File: src/rtl/cordic_sweep_ctrl.sv
// cordic_sweep_ctrl
//   Frequency-sweep scheduler for the 12-bit CORDIC waveform generator.
//   The host loads start/stop/step/dwell through a byte-wide register port.
//   A CTRL write with `go` then walks freq_out from start to stop. Each value
//   is held for dwell+1 cycles. The sweep runs single-shot, repeating, or
//   ping-pong (ping-pong only when SWEEP_PINGPONG_EN is defined).
//
// Ports
//   clk1        in   clock (single domain)
//   reset       in   synchronous active-high reset
//   cfg_we      in   register write strobe
//   cfg_addr    in   register address (0..7)
//   cfg_wdata   in   register write data
//   freq_out    out  registered frequency word to the generator
//   wave_out    out  registered waveform select to the generator
//   busy        out  sweep in progress (DWELL state)
//   step_tick   out  one-cycle pulse when the sweep changes freq_out
//   done        out  one-cycle pulse at the end of a single-shot sweep
//   dbg_state_o out  FSM state: 0 IDLE, 1 LOAD, 2 DWELL, 3 HOLD
//
// Configuration macro: SWEEP_PINGPONG_EN (enables ping-pong mode, CTRL bit5)
//
// Register/CTRL handshake: a write takes effect on the clock edge where
// cfg_we is sampled high. go/abort act only in that cycle. abort beats go.
// go is honoured only from IDLE or HOLD.
module cordic_sweep_ctrl #(
  parameter int FREQ_W  = 13,
  parameter int DWELL_W = 16
) (
  input  logic              clk1,
  input  logic              reset,
  input  logic              cfg_we,
  input  logic [2:0]        cfg_addr,
  input  logic [7:0]        cfg_wdata,
  output logic [FREQ_W-1:0] freq_out,
  output logic [1:0]        wave_out,
  output logic              busy,
  output logic              step_tick,
  output logic              done,
  output logic [1:0]        dbg_state_o
);

  typedef enum logic [1:0] {
    S_IDLE  = 2'd0,
    S_LOAD  = 2'd1,
    S_DWELL = 2'd2,
    S_HOLD  = 2'd3
  } state_t;

  // Host register file
  logic [7:0]         start_l_q, stop_l_q, step_q, dwell_l_q;
  logic [FREQ_W-9:0]  start_h_q, stop_h_q;
  logic [DWELL_W-9:0] dwell_h_q;

  always_ff @(posedge clk1) begin
    if (reset) begin
      start_l_q <= '0;
      start_h_q <= '0;
      stop_l_q  <= '0;
      stop_h_q  <= '0;
      step_q    <= '0;
      dwell_l_q <= '0;
      dwell_h_q <= '0;
    end else if (cfg_we) begin
      case (cfg_addr)
        3'd0:    start_l_q <= cfg_wdata;
        3'd1:    start_h_q <= cfg_wdata[FREQ_W-9:0];
        3'd2:    stop_l_q  <= cfg_wdata;
        3'd3:    stop_h_q  <= cfg_wdata[FREQ_W-9:0];
        3'd4:    step_q    <= cfg_wdata;
        3'd5:    dwell_l_q <= cfg_wdata;
        3'd6:    dwell_h_q <= cfg_wdata[DWELL_W-9:0];
        default: ;
      endcase
    end
  end

  logic ctrl_wr, go, abort;
  assign ctrl_wr = cfg_we && (cfg_addr == 3'd7);
  assign abort   = ctrl_wr && cfg_wdata[1];
  assign go      = ctrl_wr && cfg_wdata[0] && !cfg_wdata[1];

  // One step from cur toward tgt. The arithmetic is one bit wider than the
  // word, so the result clamps at tgt and never wraps past 0 or full scale.
  function automatic logic [FREQ_W-1:0] step_toward(
    input logic [FREQ_W-1:0] cur,
    input logic [FREQ_W-1:0] tgt,
    input logic              up,
    input logic [7:0]        stp
  );
    logic [FREQ_W:0] wide;
    logic [FREQ_W:0] stp_w;
    stp_w = {{(FREQ_W-7){1'b0}}, stp};
    if (up) begin
      wide = {1'b0, cur} + stp_w;
      step_toward = (wide >= {1'b0, tgt}) ? tgt : wide[FREQ_W-1:0];
    end else begin
      wide = {1'b0, cur} - stp_w;
      step_toward = (wide[FREQ_W] || (wide[FREQ_W-1:0] <= tgt)) ? tgt : wide[FREQ_W-1:0];
    end
  endfunction

  state_t              state_q, state_d;
  logic [FREQ_W-1:0]   freq_q, freq_d, target_q, target_d;
  logic [FREQ_W-1:0]   lat_start_q, lat_start_d, lat_stop_q, lat_stop_d;
  logic [7:0]          lat_step_q, lat_step_d;
  logic [DWELL_W-1:0]  lat_dwell_q, lat_dwell_d, cnt_q, cnt_d;
  logic [1:0]          wave_q, wave_d, lat_wave_q, lat_wave_d;
  logic                lat_rep_q, lat_rep_d, dir_up_q, dir_up_d;
  logic                busy_q, busy_d, tick_q, tick_d, done_q, done_d;
  logic [FREQ_W-1:0]   nxt;
`ifdef SWEEP_PINGPONG_EN
  logic                lat_pp_q, lat_pp_d;
  logic [FREQ_W-1:0]   swap_target, bounce;
`endif

  always_comb begin
    state_d     = state_q;
    freq_d      = freq_q;
    wave_d      = wave_q;
    target_d    = target_q;
    dir_up_d    = dir_up_q;
    cnt_d       = cnt_q;
    lat_start_d = lat_start_q;
    lat_stop_d  = lat_stop_q;
    lat_step_d  = lat_step_q;
    lat_dwell_d = lat_dwell_q;
    lat_wave_d  = lat_wave_q;
    lat_rep_d   = lat_rep_q;
    tick_d      = 1'b0;
    done_d      = 1'b0;
    nxt         = step_toward(freq_q, target_q, dir_up_q, lat_step_q);
`ifdef SWEEP_PINGPONG_EN
    lat_pp_d    = lat_pp_q;
    // End of a leg: head back toward the other endpoint.
    swap_target = (target_q == lat_stop_q) ? lat_start_q : lat_stop_q;
    bounce      = step_toward(freq_q, swap_target, ~dir_up_q, lat_step_q);
`endif

    case (state_q)
      S_IDLE, S_HOLD: begin
        if (go) begin
          // Mode/wave come from the go write itself; everything else from
          // the register file as it stands now.
          state_d     = S_LOAD;
          lat_start_d = {start_h_q, start_l_q};
          lat_stop_d  = {stop_h_q, stop_l_q};
          lat_step_d  = (step_q == 8'd0) ? 8'd1 : step_q;
          lat_dwell_d = {dwell_h_q, dwell_l_q};
          lat_wave_d  = cfg_wdata[3:2];
          lat_rep_d   = cfg_wdata[4];
`ifdef SWEEP_PINGPONG_EN
          lat_pp_d    = cfg_wdata[5];
`endif
        end
      end
      S_LOAD: begin
        freq_d   = lat_start_q;
        wave_d   = lat_wave_q;
        target_d = lat_stop_q;
        dir_up_d = (lat_stop_q >= lat_start_q);
        cnt_d    = lat_dwell_q;
        state_d  = S_DWELL;
      end
      S_DWELL: begin
        if (cnt_q != '0) begin
          cnt_d = cnt_q - 1'b1;
        end else if (freq_q != target_q) begin
          freq_d = nxt;
          cnt_d  = lat_dwell_q;
          tick_d = 1'b1;
        end else begin
`ifdef SWEEP_PINGPONG_EN
          if (lat_pp_q) begin
            target_d = swap_target;
            dir_up_d = ~dir_up_q;
            freq_d   = bounce;
            cnt_d    = lat_dwell_q;
            tick_d   = (bounce != freq_q);
          end else
`endif
          if (lat_rep_q) begin
            freq_d = lat_start_q;
            cnt_d  = lat_dwell_q;
            tick_d = 1'b1;
          end else begin
            state_d = S_HOLD;
            done_d  = 1'b1;
          end
        end
      end
      default: state_d = S_IDLE;
    endcase

    // Abort freezes the outputs where they are and suppresses any pulse.
    if (abort) begin
      state_d = S_IDLE;
      freq_d  = freq_q;
      wave_d  = wave_q;
      tick_d  = 1'b0;
      done_d  = 1'b0;
    end

    busy_d = (state_d == S_DWELL);
  end

  always_ff @(posedge clk1) begin
    if (reset) begin
      state_q     <= S_IDLE;
      freq_q      <= '0;
      wave_q      <= '0;
      target_q    <= '0;
      dir_up_q    <= 1'b0;
      cnt_q       <= '0;
      lat_start_q <= '0;
      lat_stop_q  <= '0;
      lat_step_q  <= '0;
      lat_dwell_q <= '0;
      lat_wave_q  <= '0;
      lat_rep_q   <= 1'b0;
      busy_q      <= 1'b0;
      tick_q      <= 1'b0;
      done_q      <= 1'b0;
`ifdef SWEEP_PINGPONG_EN
      lat_pp_q    <= 1'b0;
`endif
    end else begin
      state_q     <= state_d;
      freq_q      <= freq_d;
      wave_q      <= wave_d;
      target_q    <= target_d;
      dir_up_q    <= dir_up_d;
      cnt_q       <= cnt_d;
      lat_start_q <= lat_start_d;
      lat_stop_q  <= lat_stop_d;
      lat_step_q  <= lat_step_d;
      lat_dwell_q <= lat_dwell_d;
      lat_wave_q  <= lat_wave_d;
      lat_rep_q   <= lat_rep_d;
      busy_q      <= busy_d;
      tick_q      <= tick_d;
      done_q      <= done_d;
`ifdef SWEEP_PINGPONG_EN
      lat_pp_q    <= lat_pp_d;
`endif
    end
  end

  assign freq_out    = freq_q;
  assign wave_out    = wave_q;
  assign busy        = busy_q;
  assign step_tick   = tick_q;
  assign done        = done_q;
  assign dbg_state_o = state_q;

endmodule
File: config.mk
export PLATFORM = sky130hd
export DESIGN_NAME = cordic_sweep_ctrl
export DESIGN_NICKNAME = d
export VERILOG_FILES = /design/src/rtl/cordic_sweep_ctrl.sv
export SDC_FILE = /design/constraint.sdc
export NUM_CORES = 1
export LEC_CHECK = 0
export ABC_AREA = 1
export ABC_CLOCK_PERIOD_IN_PS = 6800
export CAP_MARGIN = 20
export CORE_ASPECT_RATIO = 1.1
export CORE_MARGIN = 4
export CORE_UTILIZATION = 54
export CTS_CLUSTER_DIAMETER = 120
export DETAILED_ROUTE_END_ITERATION = 10
export PLACE_DENSITY = 0.73
export SLEW_MARGIN = 20
export SYNTH_ARGS = -nofsm -noshare
export SYNTH_HDL_FRONTEND = slang
export SYNTH_SLANG_ARGS = --single-unit
File: constraint.sdc
create_clock -name clk1 -period 6.8 [get_ports clk1]
set_input_delay 1.02 -clock clk1 [delete_from_list [all_inputs] [get_ports clk1]]
set_output_delay 1.02 -clock clk1 [all_outputs]
set_load 0.1 [all_outputs]
==> impl.org, run 1 <==
** Layout
- The repair_antennas step left the layout with diodes totalling 0.
- From synthesis to final layout, the design area changed by 10.5%.
- The top cell types in the final layout, fill and taps aside, are sky130_fd_sc_hd__nand2_1, sky130_fd_sc_hd__nor2_1, sky130_fd_sc_hd__inv_1.
- Final nets :: 1428
- Fill cells in the final layout number 1560.
- At the end of the flow the core is filled with cells to 60.7%.
- Fraction of layout instances using a drive strength above 1 :: 4.54%
- Most common cell after layout, fill and taps aside :: sky130_fd_sc_hd__nand2_1

** Clock network
- TritonCTS created 17 clock buffers.
- Clock latency of the later-clocked register in the worst-skew pair :: 430 ps
- In this run the deepest clock path goes through 2 buffers.
- For this design, the CTS-stage hold fixing added 0 buffers.
- The H-tree was split into 4 levels.
- TritonCTS clock tree :: done
- Post-CTS timing repair inserted 0 buffers for setup.
- After clock tree synthesis, the clock-pin slew on the worst setup and hold paths is 60 ps.
- Clock tree root driver cell :: sky130_fd_sc_hd__clkbuf_16
- Post-CTS resize count :: 0
- Number of clock sinks seen by CTS :: 153

** STA
- In the final timing run, aggregate negative setup slack is 0 ps.
- Measured against its own limit, the worst slew margin works out to 28.5%.
- RSZ-0062 raised after global routing :: false
- Final critical path time including I/O delays and setup :: 4000 ps
- Post-route clock period utilization :: 58.9%
- The final-report hold violation count was 0.
- For the pin with the worst max-slew slack, the measured transition is 1070 ps.
- Final Max Slew Viols :: 0
- Final setup vio count :: 0
- In the post-route analysis, the smallest setup slack over all paths is 2800 ps.
- Fmax :: 250 MHz
- Clock Skews :: 8.20 ps

** Global routing
- Wire length of the first global-routing pass :: 39700 um
- Total global routing track utilization :: 26.8%
- Number of antenna violations at the first check in global routing :: 0
- Residual overflow from global routing :: 0
- Maximum number of pins on one net before global-route repair :: 81
- The number of global-route vias before repair came to 7772.

** Synthesis
- Seq/Total Area, Yosys :: 34.1%
- Net count after synthesis :: 1433
- Most used flip-flop cell after synthesis :: sky130_fd_sc_hd__dfxtp_1
- Xor and xnor area share after synthesis :: 2.34%
- Area share of fa/ha/maj cells after synthesis :: 8.66%
- sky130_fd_sc_hd__dfxtp_1 takes more of the synthesized area than any other cell.
- In the post-synthesis netlist, the biggest area contributors are sky130_fd_sc_hd__dfxtp_1, sky130_fd_sc_hd__nand2_1, sky130_fd_sc_hd__nor2_1, sky130_fd_sc_hd__ha_1, sky130_fd_sc_hd__o21ai_0.
- Yosys mapped a number of flops with a built-in enable equal to 0.
- Of the total synthesized cell area, the portion taken by AND, OR, NAND and NOR gates is 28.3%.
- Gate count of the mapped netlist :: 1358
- Compound-cell area share of the yosys netlist :: 16.2%
- In the synthesized netlist the async set-or-reset flop fraction comes to 0%.
- Summed over its instances, the top area cell type makes up 34.1% of the synthesized netlist area.
- Distinct cell type count after synthesis :: 43
- Portion of netlist area occupied by mux cells :: 0%
- Syn. warnings :: 0
- Cell Area, Synth :: 8990 um^2
- After synthesis, the largest family of logic cells by area is simple AND/OR/NAND/NOR gates.
- Average size of a mapped cell :: 6.62 um^2
- After synthesis the netlist holds a flip-flop and latch count of 153.

** Floorplan
- The floorplan step defined a core boundary enclosing 16400 um^2.
- Horiz. Die Dim :: 131 um
- Std cell rows :: 49
- The initial utilization of the core area, before any placement, comes to 54.9%.
- DIE AREA :: 18800 um^2
- The die is 143 um tall.
- I/O Pins :: 34

** Setup path
- The worst setup path is captured at a register.
- Worst Path Arrival :: 4360 ps
- Largest fanout on the critical path :: 14
- Category of the worst setup path launch point :: register
- Reg-to-Reg End :: freq_out[3]
- CP max stage delay :: 560 ps
- The worst register-to-register path begins at freq_out[7].
- Worst path most repeated cell :: sky130_fd_sc_hd__nand2_1
- Register-to-register path setup slack :: 2800 ps
- CP Data Required Time :: 7160 ps
- Critical Path Start :: freq_out[7]
- The critical path in this run is classified as reg -> reg.
- The worst register-to-register path has a depth of 23.
- On the critical path, the stage with the largest delay is an instance of sky130_fd_sc_hd__dfxtp_1.
- The signal on the critical path passes through ha_1 > inv_2 > nand2_1 > nor2_1 > nand3_1 > nand3_1 > nand2_1 > nand2_1 > inv_1 > ha_1 > nand2_1 > inv_1 > nand2_1 > nand2_1 > a21oi_1 > nand2_1 > nand2_1 > nand3_2 > nand2_1 > nand3_1 > nand3_1 > nand2_1 > a21oi_1.
- Following the worst setup path forward leads to its endpoint at freq_out[3].

** Detailed routing
- Remaining number of nets flagged by the antenna check after routing :: 0
- Uppermost metal layer occupied by signal nets :: met4
- After detailed routing, the average wire length per cell comes to 15.5 um.
- For this run, design rule violations remaining after detail routing come to 0.
- Average vias per placed instance :: 5.47
- First DRT Iteration DRCs :: 790
- Met2 layer wire length in the routed design :: 10500 um
- Detailed-router iteration count before antenna repair :: 5
- Vias after detailed routing :: 8591
- Routed length on met3 :: 1630 um
- For this block, wires on met1 add up to 11400 um.
- Detailed-route wire length :: 24400 um

** Placement
- Total of buffers placed on input and output ports :: 33
- Placer's final routability congestion estimate :: 1.03
- Estimated wirelength of the detail-placed design :: 17900 um
- Setup Slack @ Placement :: 2840 ps

** Worst hold path
- Worst min-delay path category :: reg -> reg

** Status
- The run finished with clean final reports.

** Flow run
- Count of max-cap constraint violations :: 0
through the flow:
step	hold WS (ps)	instance area (um^2)	instances
4_1_cts	459	9940	1570
3_5_place_dp	447	9330	1538
2_1_floorplan	430	8990	1358
3_3_place_gp	443	9330	1538
5_1_grt	479	9940	1570
6_report	458	9940	1570
per-layer routing:
layer / up-vias / global-route usage, %
met4: 0 / 10.8
met1: 3870 / 38.6
li1: 4374 / -
met3: 60 / 4.94
met2: 287 / 39.3
met5: - / 0
cell type report:
cell class              instances  area, um^2  area share (%)
clock buffers                  20         447            4.49
clock inverters                12         165            1.66
inverters                     175         658            6.62
multi-input cells             969        4990            50.2
flip-flops and latches        153        3060            30.8
well taps                     204         255            2.57
repair buffers                 37         360            3.63
sequential cells by signal (all words and copies together), names as in the netlist, 8 cells and up:
register,flops
cnt_q,16
dwell_h_q,8
dwell_l_q,8
freq_out,13
lat_dwell_q,16
lat_start_q,13
lat_step_q,8
lat_stop_q,13
start_l_q,8
step_q,8
stop_l_q,8
target_q,13
critical path, delay by kind of cell, from the launching register on:
kind                     cells  cell delay (ps)
AO/OA/AOI/OAI                2              250
adder cells (fa/ha/maj)      2              690
buffers and inverters        3              270
AND/OR/NAND/NOR             16             2170
flip-flops                   1              560
synthesized netlist by cell type, types with 3 or more instances:
cell / number
sky130_fd_sc_hd__a21oi_1: 134
sky130_fd_sc_hd__buf_1: 4
sky130_fd_sc_hd__buf_2: 6
sky130_fd_sc_hd__buf_4: 6
sky130_fd_sc_hd__buf_6: 3
sky130_fd_sc_hd__clkbuf_1: 42
sky130_fd_sc_hd__dfxtp_1: 153
sky130_fd_sc_hd__ha_1: 59
sky130_fd_sc_hd__inv_1: 164
sky130_fd_sc_hd__inv_2: 10
sky130_fd_sc_hd__nand2_1: 269
sky130_fd_sc_hd__nand2_2: 4
sky130_fd_sc_hd__nand3_1: 62
sky130_fd_sc_hd__nand3b_1: 3
sky130_fd_sc_hd__nand4_1: 36
sky130_fd_sc_hd__nor2_1: 197
sky130_fd_sc_hd__nor3_1: 9
sky130_fd_sc_hd__o21ai_0: 143
sky130_fd_sc_hd__xnor2_1: 10
sky130_fd_sc_hd__xor2_1: 14
how the worst min path moves through the flow:
stage | cells after the start | start | slack, ps | endpoint
finish | 2 | lat_wave_q[1] | 460 | lat_wave_q[1]
global route | 2 | lat_wave_q[0] | 480 | wave_out[0]
CTS | 2 | lat_wave_q[1] | 460 | lat_wave_q[1]
detailed placement | 2 | lat_wave_q[1] | 450 | wave_out[1]
global placement | 2 | lat_dwell_q[9] | 440 | lat_dwell_q[9]
floorplan | 2 | lat_dwell_q[6] | 430 | lat_dwell_q[6]
cell families after synthesis:
| group | Yosys count |
|---|---|
| simple gates | 598 |
| compound gates | 286 |
| buf+inv | 236 |
| flops | 153 |
| fa+ha+maj | 61 |
| xor+xnor | 24 |
Power of run 1 is left out: the tool's default activity adds up to more than one toggle a clock period on the data nets, which glitch-free logic cannot reach.
==> run 2, diff against run 1 <==
--- a/config.mk
+++ b/config.mk
@@ -6,7 +6,7 @@
 export NUM_CORES = 1
 export LEC_CHECK = 0
 export ABC_AREA = 1
-export ABC_CLOCK_PERIOD_IN_PS = 6800
+export ABC_CLOCK_PERIOD_IN_PS = 4200
 export CAP_MARGIN = 20
 export CORE_ASPECT_RATIO = 1.1
 export CORE_MARGIN = 4
==> constraint.sdc (replaced) <==
create_clock -name clk1 -period 4.2 [get_ports clk1]
set_input_delay 0.63 -clock clk1 [delete_from_list [all_inputs] [get_ports clk1]]
set_output_delay 0.63 -clock clk1 [all_outputs]
set_load 0.1 [all_outputs]
==> impl.org, run 2 (synthesis gave the netlist of run 1 again) <==
** Floorplan
- The core region is 16400 um^2.
- Starting density of the core :: 54.9%
- I/O Pins :: 34
- DIE AREA :: 18800 um^2
- Horiz. Die Dim :: 131 um
- The die is 143 um tall.
- Std cell rows :: 49

** Placement
- Placer's final routability congestion estimate :: 0.970
- OpenSTA, run right after detailed placement, puts the worst setup slack at 612 ps.
- Estimated wirelength of the detail-placed design :: 18500 um
- In this run the tool buffered the top-level ports with 33 buffer cells.

** Detailed routing
- The routed design has 24800 um of wire.
- Vias after detailed routing :: 8682
- After detailed routing, the number of remaining DRC violations is 0.
- In this run the remaining antenna-violating nets after routing total 0.
- After detailed routing, the average wire length per cell comes to 15.7 um.
- After detailed routing, the number of vias per cell comes to 5.50.
- The first routing iteration left 549 violations.
- Before antenna repair, the detailed router went through 8 iterations.

** Flow run
- Count of max-cap constraint violations :: 0

** Setup path
- CP endpoint kind :: register
- Worst path most repeated cell :: sky130_fd_sc_hd__nand2_1
- The critical path in this run is classified as reg -> reg.
- On the worst path, the slowest cell contributes a delay of 480 ps.
- Register-to-register path setup slack :: 500 ps
- The critical path goes through ha_1 > nor2_1 > inv_1 > nor2_1 > nand3_1 > nand3_1 > nand2_1 > nand2_1 > inv_1 > ha_1 > nand2_1 > inv_1 > nand2_1 > nand2_1 > a21oi_1 > nand2_1 > nand2_1 > nand3_2 > nand2_1 > nand3_1 > nand2_1 > nand2_1 > a21oi_1.
- STA puts the critical path data required time at 4550 ps.
- Of all nets on the critical path, the largest fanout is 13.
- Category of the worst setup path launch point :: register
- Master of the slowest instance on the critical path :: sky130_fd_sc_hd__dfxtp_1
- Worst Path Arrival :: 4050 ps

** Pwr
- Areal power density over the cells :: 927 nW/um^2
- Of the total power, the clock network draws 18.4%.
- Peak supply drop :: 656 uV
- Part of the total power dissipated in sequential elements :: 19.5%
- For this design the static power due to leakage is 0.00474 uW.
- Switching share of power :: 52.0%
- Cell-internal power :: 4480 uW
- Sw Pwr :: 4850 uW
- Combinational logic burns 62.1% of the power.

** STA
- Post-route clock period utilization :: 88.1%
- After layout, the worst setup slack is 499 ps.
- The final-report hold violation count came to 0.
- Final setup vio count :: 0
- Post-route setup TNS :: 0 ps
- Worst rel slew slack :: 30.5%
- Clock Skews :: 9.47 ps
- Timing would allow up to 270 MHz.
- RSZ-0062 raised after global routing :: false
- Final Max Slew Viols :: 0
- Final critical path time including I/O delays and setup :: 3700 ps
- Measured slew at the worst slew-check pin :: 1040 ps

** Layout
- Final core utilization :: 61.5%
- Most frequent cells in the layout :: sky130_fd_sc_hd__nand2_1, sky130_fd_sc_hd__nor2_1, sky130_fd_sc_hd__inv_1
- Most common cell after layout, fill and taps aside :: sky130_fd_sc_hd__nand2_1
- Filler cells :: 1571
- Summing all flip-flop and latch instances after layout gives 3060 um^2.
- Layout overhead on the synthesized area :: 12.0%
- Diodes inserted :: 0
- Final nets :: 1437
- Leading registers by flop count :: cnt_q (16), lat_dwell_q (16)
- Fraction of layout instances using a drive strength above 1 :: 5.31%
- In the final layout, the multi-input gates occupy 4990 um^2.

** Global routing
- Total global routing track utilization :: 27.1%
- The number of global-route vias before repair is 7879.
- After global routing the overflow that remains totals 0.
- The initial antenna violation count came to 0.
- Maximum number of pins on one net before global-route repair :: 76
- The first global-routing pass estimated 40300 um of wire.

** Clock network
- CTS buffer count :: 17
- Clock-pin slew was measured on the worst setup and hold paths at 70 ps.
- The tree is rooted in a sky130_fd_sc_hd__clkbuf_16.
- Clock tree synthesis found a total of 153 sinks.
- The H-tree generated during clock tree synthesis spans 4 levels.
- In this run, post-CTS repair resized a total of 0 instances.
- Once the clock tree was built, the setup fixing pass inserted 0 buffers.
- Clock latency of the later-clocked register in the worst-skew pair :: 430 ps
- No sink is reached through more buffers than the 2 on the longest clock path.
- The number of hold buffers added after CTS was 0.
- TritonCTS built the clock tree.

** Worst hold path
- Worst min-delay path category :: reg -> reg

** Status
- Status :: finished clean
==> run 2: per-stage QoR <==
step | cell area [um^2] | total power [uW] | hold slack [ps] | instances
5_1_grt | 10100 | 10200 | 484 | 1579
2_1_floorplan | 8990 | 6520 | 430 | 1358
3_3_place_gp | 9410 | 7470 | 440 | 1547
6_report | 10100 | 9330 | 453 | 1579
4_1_cts | 10100 | 9250 | 456 | 1579
3_5_place_dp | 9410 | 7520 | 446 | 1547
==> run 2: area by class of cell <==
type	instances	share of cell area, %
Clock inverter	15	2.34
Clock buffer	17	4.23
Sequential cell	153	30.4
Inverter	175	6.53
Timing Repair Buffer	46	4.38
Tap cell	204	2.54
Multi-Input combinational cell	969	49.6
==> run 2: worst max-delay path: cells and delay by family (launching register included) <==
family | cells | cell delay [ps]
compound gates | 2 | 320
flops | 1 | 480
fa+ha+maj | 2 | 660
buf+inv | 3 | 180
simple gates | 16 | 1980
==> run 2: final timing paths <==
check                           depth (start not counted)              end       startpoint
worst min-delay path                                    2  lat_dwell_q[14]  lat_dwell_q[14]
worst min register to register                          2  lat_dwell_q[14]  lat_dwell_q[14]
worst max register to register                         23     freq_out[11]      freq_out[4]
worst max-delay path                                   23     freq_out[11]      freq_out[4]
==> run 2: power groups by stage <==
stage	Sequential [uW]	Combinational (uW)	Clock, uW
6_report	1820	5800	1710
5_1_grt	1840	6560	1780
4_1_cts	1820	5710	1720
3_5_place_dp	1850	5670	0
3_3_place_gp	1840	5630	0
2_1_floorplan	2140	4380	0
==> run 2: routing by layer <==
metal | track usage, % | vias up | routed length [um]
met5 | 0 | - | 0
met4 | 8.23 | 0 | 574
met3 | 3.72 | 36 | 1340
met2 | 42.5 | 276 | 11200
met1 | 38.6 | 3954 | 11700
li1 | - | 4416 | -
No activity file was read; power rests on OpenSTA's default activity.
==> run 3, diff against run 2 <==
--- a/config.mk
+++ b/config.mk
@@ -6,8 +6,7 @@
 export NUM_CORES = 1
 export LEC_CHECK = 0
 export ABC_AREA = 1
-export ABC_CLOCK_PERIOD_IN_PS = 4200
-export CAP_MARGIN = 20
+export ABC_CLOCK_PERIOD_IN_PS = 4100
 export CORE_ASPECT_RATIO = 1.1
 export CORE_MARGIN = 4
 export CORE_UTILIZATION = 54
==> constraint.sdc (replaced) <==
create_clock -name clk1 -period 4.1 [get_ports clk1]
set_input_delay 0.615 -clock clk1 [delete_from_list [all_inputs] [get_ports clk1]]
set_output_delay 0.615 -clock clk1 [all_outputs]
set_load 0.1 [all_outputs]
==> impl.org, run 3 (synthesis gave the netlist of run 1 again) <==
** Detailed routing
- For this run, the detailed router's first-pass iteration total came to 6.
- In the routed layout, each cell is associated on average with a via count of 5.47.
- Remaining number of nets flagged by the antenna check after routing :: 0
- After detailed routing, the total wire length is 25000 um.
- First DRT Iteration DRCs :: 601
- For this block, the via count after detailed routing is 8635.
- For this run, design rule violations remaining after detail routing come to 0.
- In the final routed layout, each cell accounts on average for 15.8 um.

** Clock network
- Level count of the clock H-tree :: 4
- The later pin in the worst-skew pair is clocked with a latency of 430 ps.
- The clock passes through at most 2 buffers.
- Number of clock sinks seen by CTS :: 153
- The root buffer cell chosen for the clock tree is sky130_fd_sc_hd__clkbuf_16.
- Post-CTS timing repair inserted 0 buffers for setup.
- After clock tree synthesis, the repair step resized 0 gates.
- TritonCTS clock tree :: done
- Clock slew at the register clock pins of the worst setup and hold paths :: 70 ps
- Hold repair after CTS inserted 0 buffers.
- CTS buffer count :: 17

** STA
- The worst path uses 89.5% of the clock period.
- Setup violations remaining at the end of the flow were counted as 0.
- Clock Skews :: 10.3 ps
- Fmax :: 273 MHz
- Post-route setup TNS :: 0 ps
- RSZ-0062 raised after global routing :: false
- Fin. Hold Viols :: 0
- Post-route worst hold slack :: 451 ps
- At the pin with the least slew margin, the transition time is 1040 ps.
- Headroom to the max-slew limit came out at 30.8%.
- Final Max Slew Viols :: 0
- The routed design could run at a clock period as short as 3670 ps.

** Setup path
- Worst-case reg-to-reg path depth :: 21
- The signal on the critical path passes through inv_1 > ha_1 > fa_1 > nand3b_1 > nand2_1 > nand3b_1 > nand3_1 > nand2_1 > ha_1 > nand2_1 > nor2_1 > inv_1 > nor2_1 > nand4_1 > nand3_4 > nand2_1 > o21ai_1 > nand2_1 > nand3_1 > nand2_1 > a21oi_1.
- The setup check on the worst reg-to-reg path leaves a slack of 430 ps.
- STA classifies the critical path startpoint as a register.
- The most numerous cell type found on the critical path is sky130_fd_sc_hd__nand2_1.
- Data on the critical path is required at its endpoint by 4450 ps.
- For this run, the slowest stage of the critical path takes 430 ps.
- Category of the critical setup timing path :: reg -> reg
- Worst Path Arrival :: 4010 ps
- In this run the worst path has a maximum fanout of 24.
- STA classifies the critical path endpoint as a register.
- Among all stages on the critical path, the largest delay is contributed by sky130_fd_sc_hd__dfxtp_1.

** Pwr
- For this design the ratio of total power to cell area is 948 nW/um^2.
- Sw Pwr :: 4980 uW
- Leak pwr :: 0.00472 uW
- Power share of the clock group :: 17.3%
- VDD sags by at most 570 uV.
- The internal portion of the total power is 4520 uW.
- Sequential cells account for 19.7% of the total power.
- Of the total power, the share spent switching nets is 52.4%.
- Combinational power share :: 63.0%

** Floorplan
- Core region area :: 16400 um^2
- Starting density of the core :: 54.9%
- During I/O placement, the number of pins put on the boundary was 34.
- DIE AREA :: 18800 um^2
- Horiz. Die Dim :: 131 um
- The floorplan has 49 rows.
- The die is 143 um tall.

** Placement
- During placement, the flow inserted port buffers numbering 33.
- After legalization and detailed placement, the total HPWL measured 18700 um.
- Routability-driven placement finished with a final weighted congestion of 1.01.
- # placed instances :: 1548

** Worst hold path
- Worst min-delay path category :: reg -> reg
- Along the worst hold path, the cell count comes to 2.

** Layout
- Diodes inserted :: 0
- In the final layout, the registers with the most flip-flops are cnt_q (16), lat_dwell_q (16).
- In the final design database the tool counted 1438 nets.
- Leaving out filler cells and counting taps, the final layout contains 1580.
- Most common cell after layout, fill and taps aside :: sky130_fd_sc_hd__nand2_1
- Layout overhead on the synthesized area :: 11.5%
- Fraction of layout instances using a drive strength above 1 :: 5.31%
- In the layout the commonest cells are sky130_fd_sc_hd__nand2_1, sky130_fd_sc_hd__nor2_1, sky130_fd_sc_hd__inv_1.
- At the end of the flow the core is filled with cells to 61.2%.

** Status
- Status :: finished clean

** Global routing
- The number of global-route vias before repair came to 8105.
- Total global routing track utilization :: 27.5%
- The first global-routing pass estimated 40800 um of wire.
- Maximum number of pins on one net before global-route repair :: 54
- Number of antenna violations at the first check in global routing :: 0
- The total overflow left after global routing is 0.

** Flow run
- Across the run, the number of max-cap violations was 0.
run 3: per-layer routing:
metal  GRT usage [%]  routed length [um]  share of wire [%]
met1            38.9               11500                 46
met2            42.2               11000                 44
met3            4.09                1640                6.6
met4            10.5                 824                3.3
met5               0                   0                  0
run 3: final timing paths:
kind                 endpoint           from
setup reg to reg  freq_out[5]    freq_out[0]
setup / recovery  freq_out[5]    freq_out[0]
hold reg to reg   wave_out[0]  lat_wave_q[0]
hold / removal    wave_out[0]  lat_wave_q[0]
run 3: final cells by class:
cell class / instances / area, um^2
Multi-Input combinational cell: 969 / 4990
Inverter: 175 / 657
Sequential cell: 153 / 3060
Fill cell: 1583 / 6340
Timing Repair Buffer: 47 / 448
Clock buffer: 18 / 429
Clock inverter: 14 / 183
Tap cell: 204 / 255
run 3: worst max-delay path, delay by kind of cell, from the launching register on:
kind | cells | cell delay, ps
AND/OR/NAND/NOR | 14 | 1870
adder cells (fa/ha/maj) | 3 | 920
flip-flops | 1 | 430
AO/OA/AOI/OAI | 2 | 230
buffers and inverters | 2 | 130
run 3: power groups by stage:
stage               sequential, uW  clock, uW  combinational [uW]
finish                        1870       1650                5980
global route                  1890       1730                6740
CTS                           1860       1660                5900
detailed placement            1890          0                5850
global placement              1890          0                5810
floorplan                     2190          0                4490
run 3: per-stage QoR:
stage / instance area (um^2) / power, uW / worst slack [ps]
global placement: 9410 / 7700 / 581
floorplan: 8990 / 6680 / 255
global route: 10000 / 10400 / 110
finish: 10000 / 9500 / 430
detailed placement: 9410 / 7740 / 519
CTS: 10000 / 9430 / 476
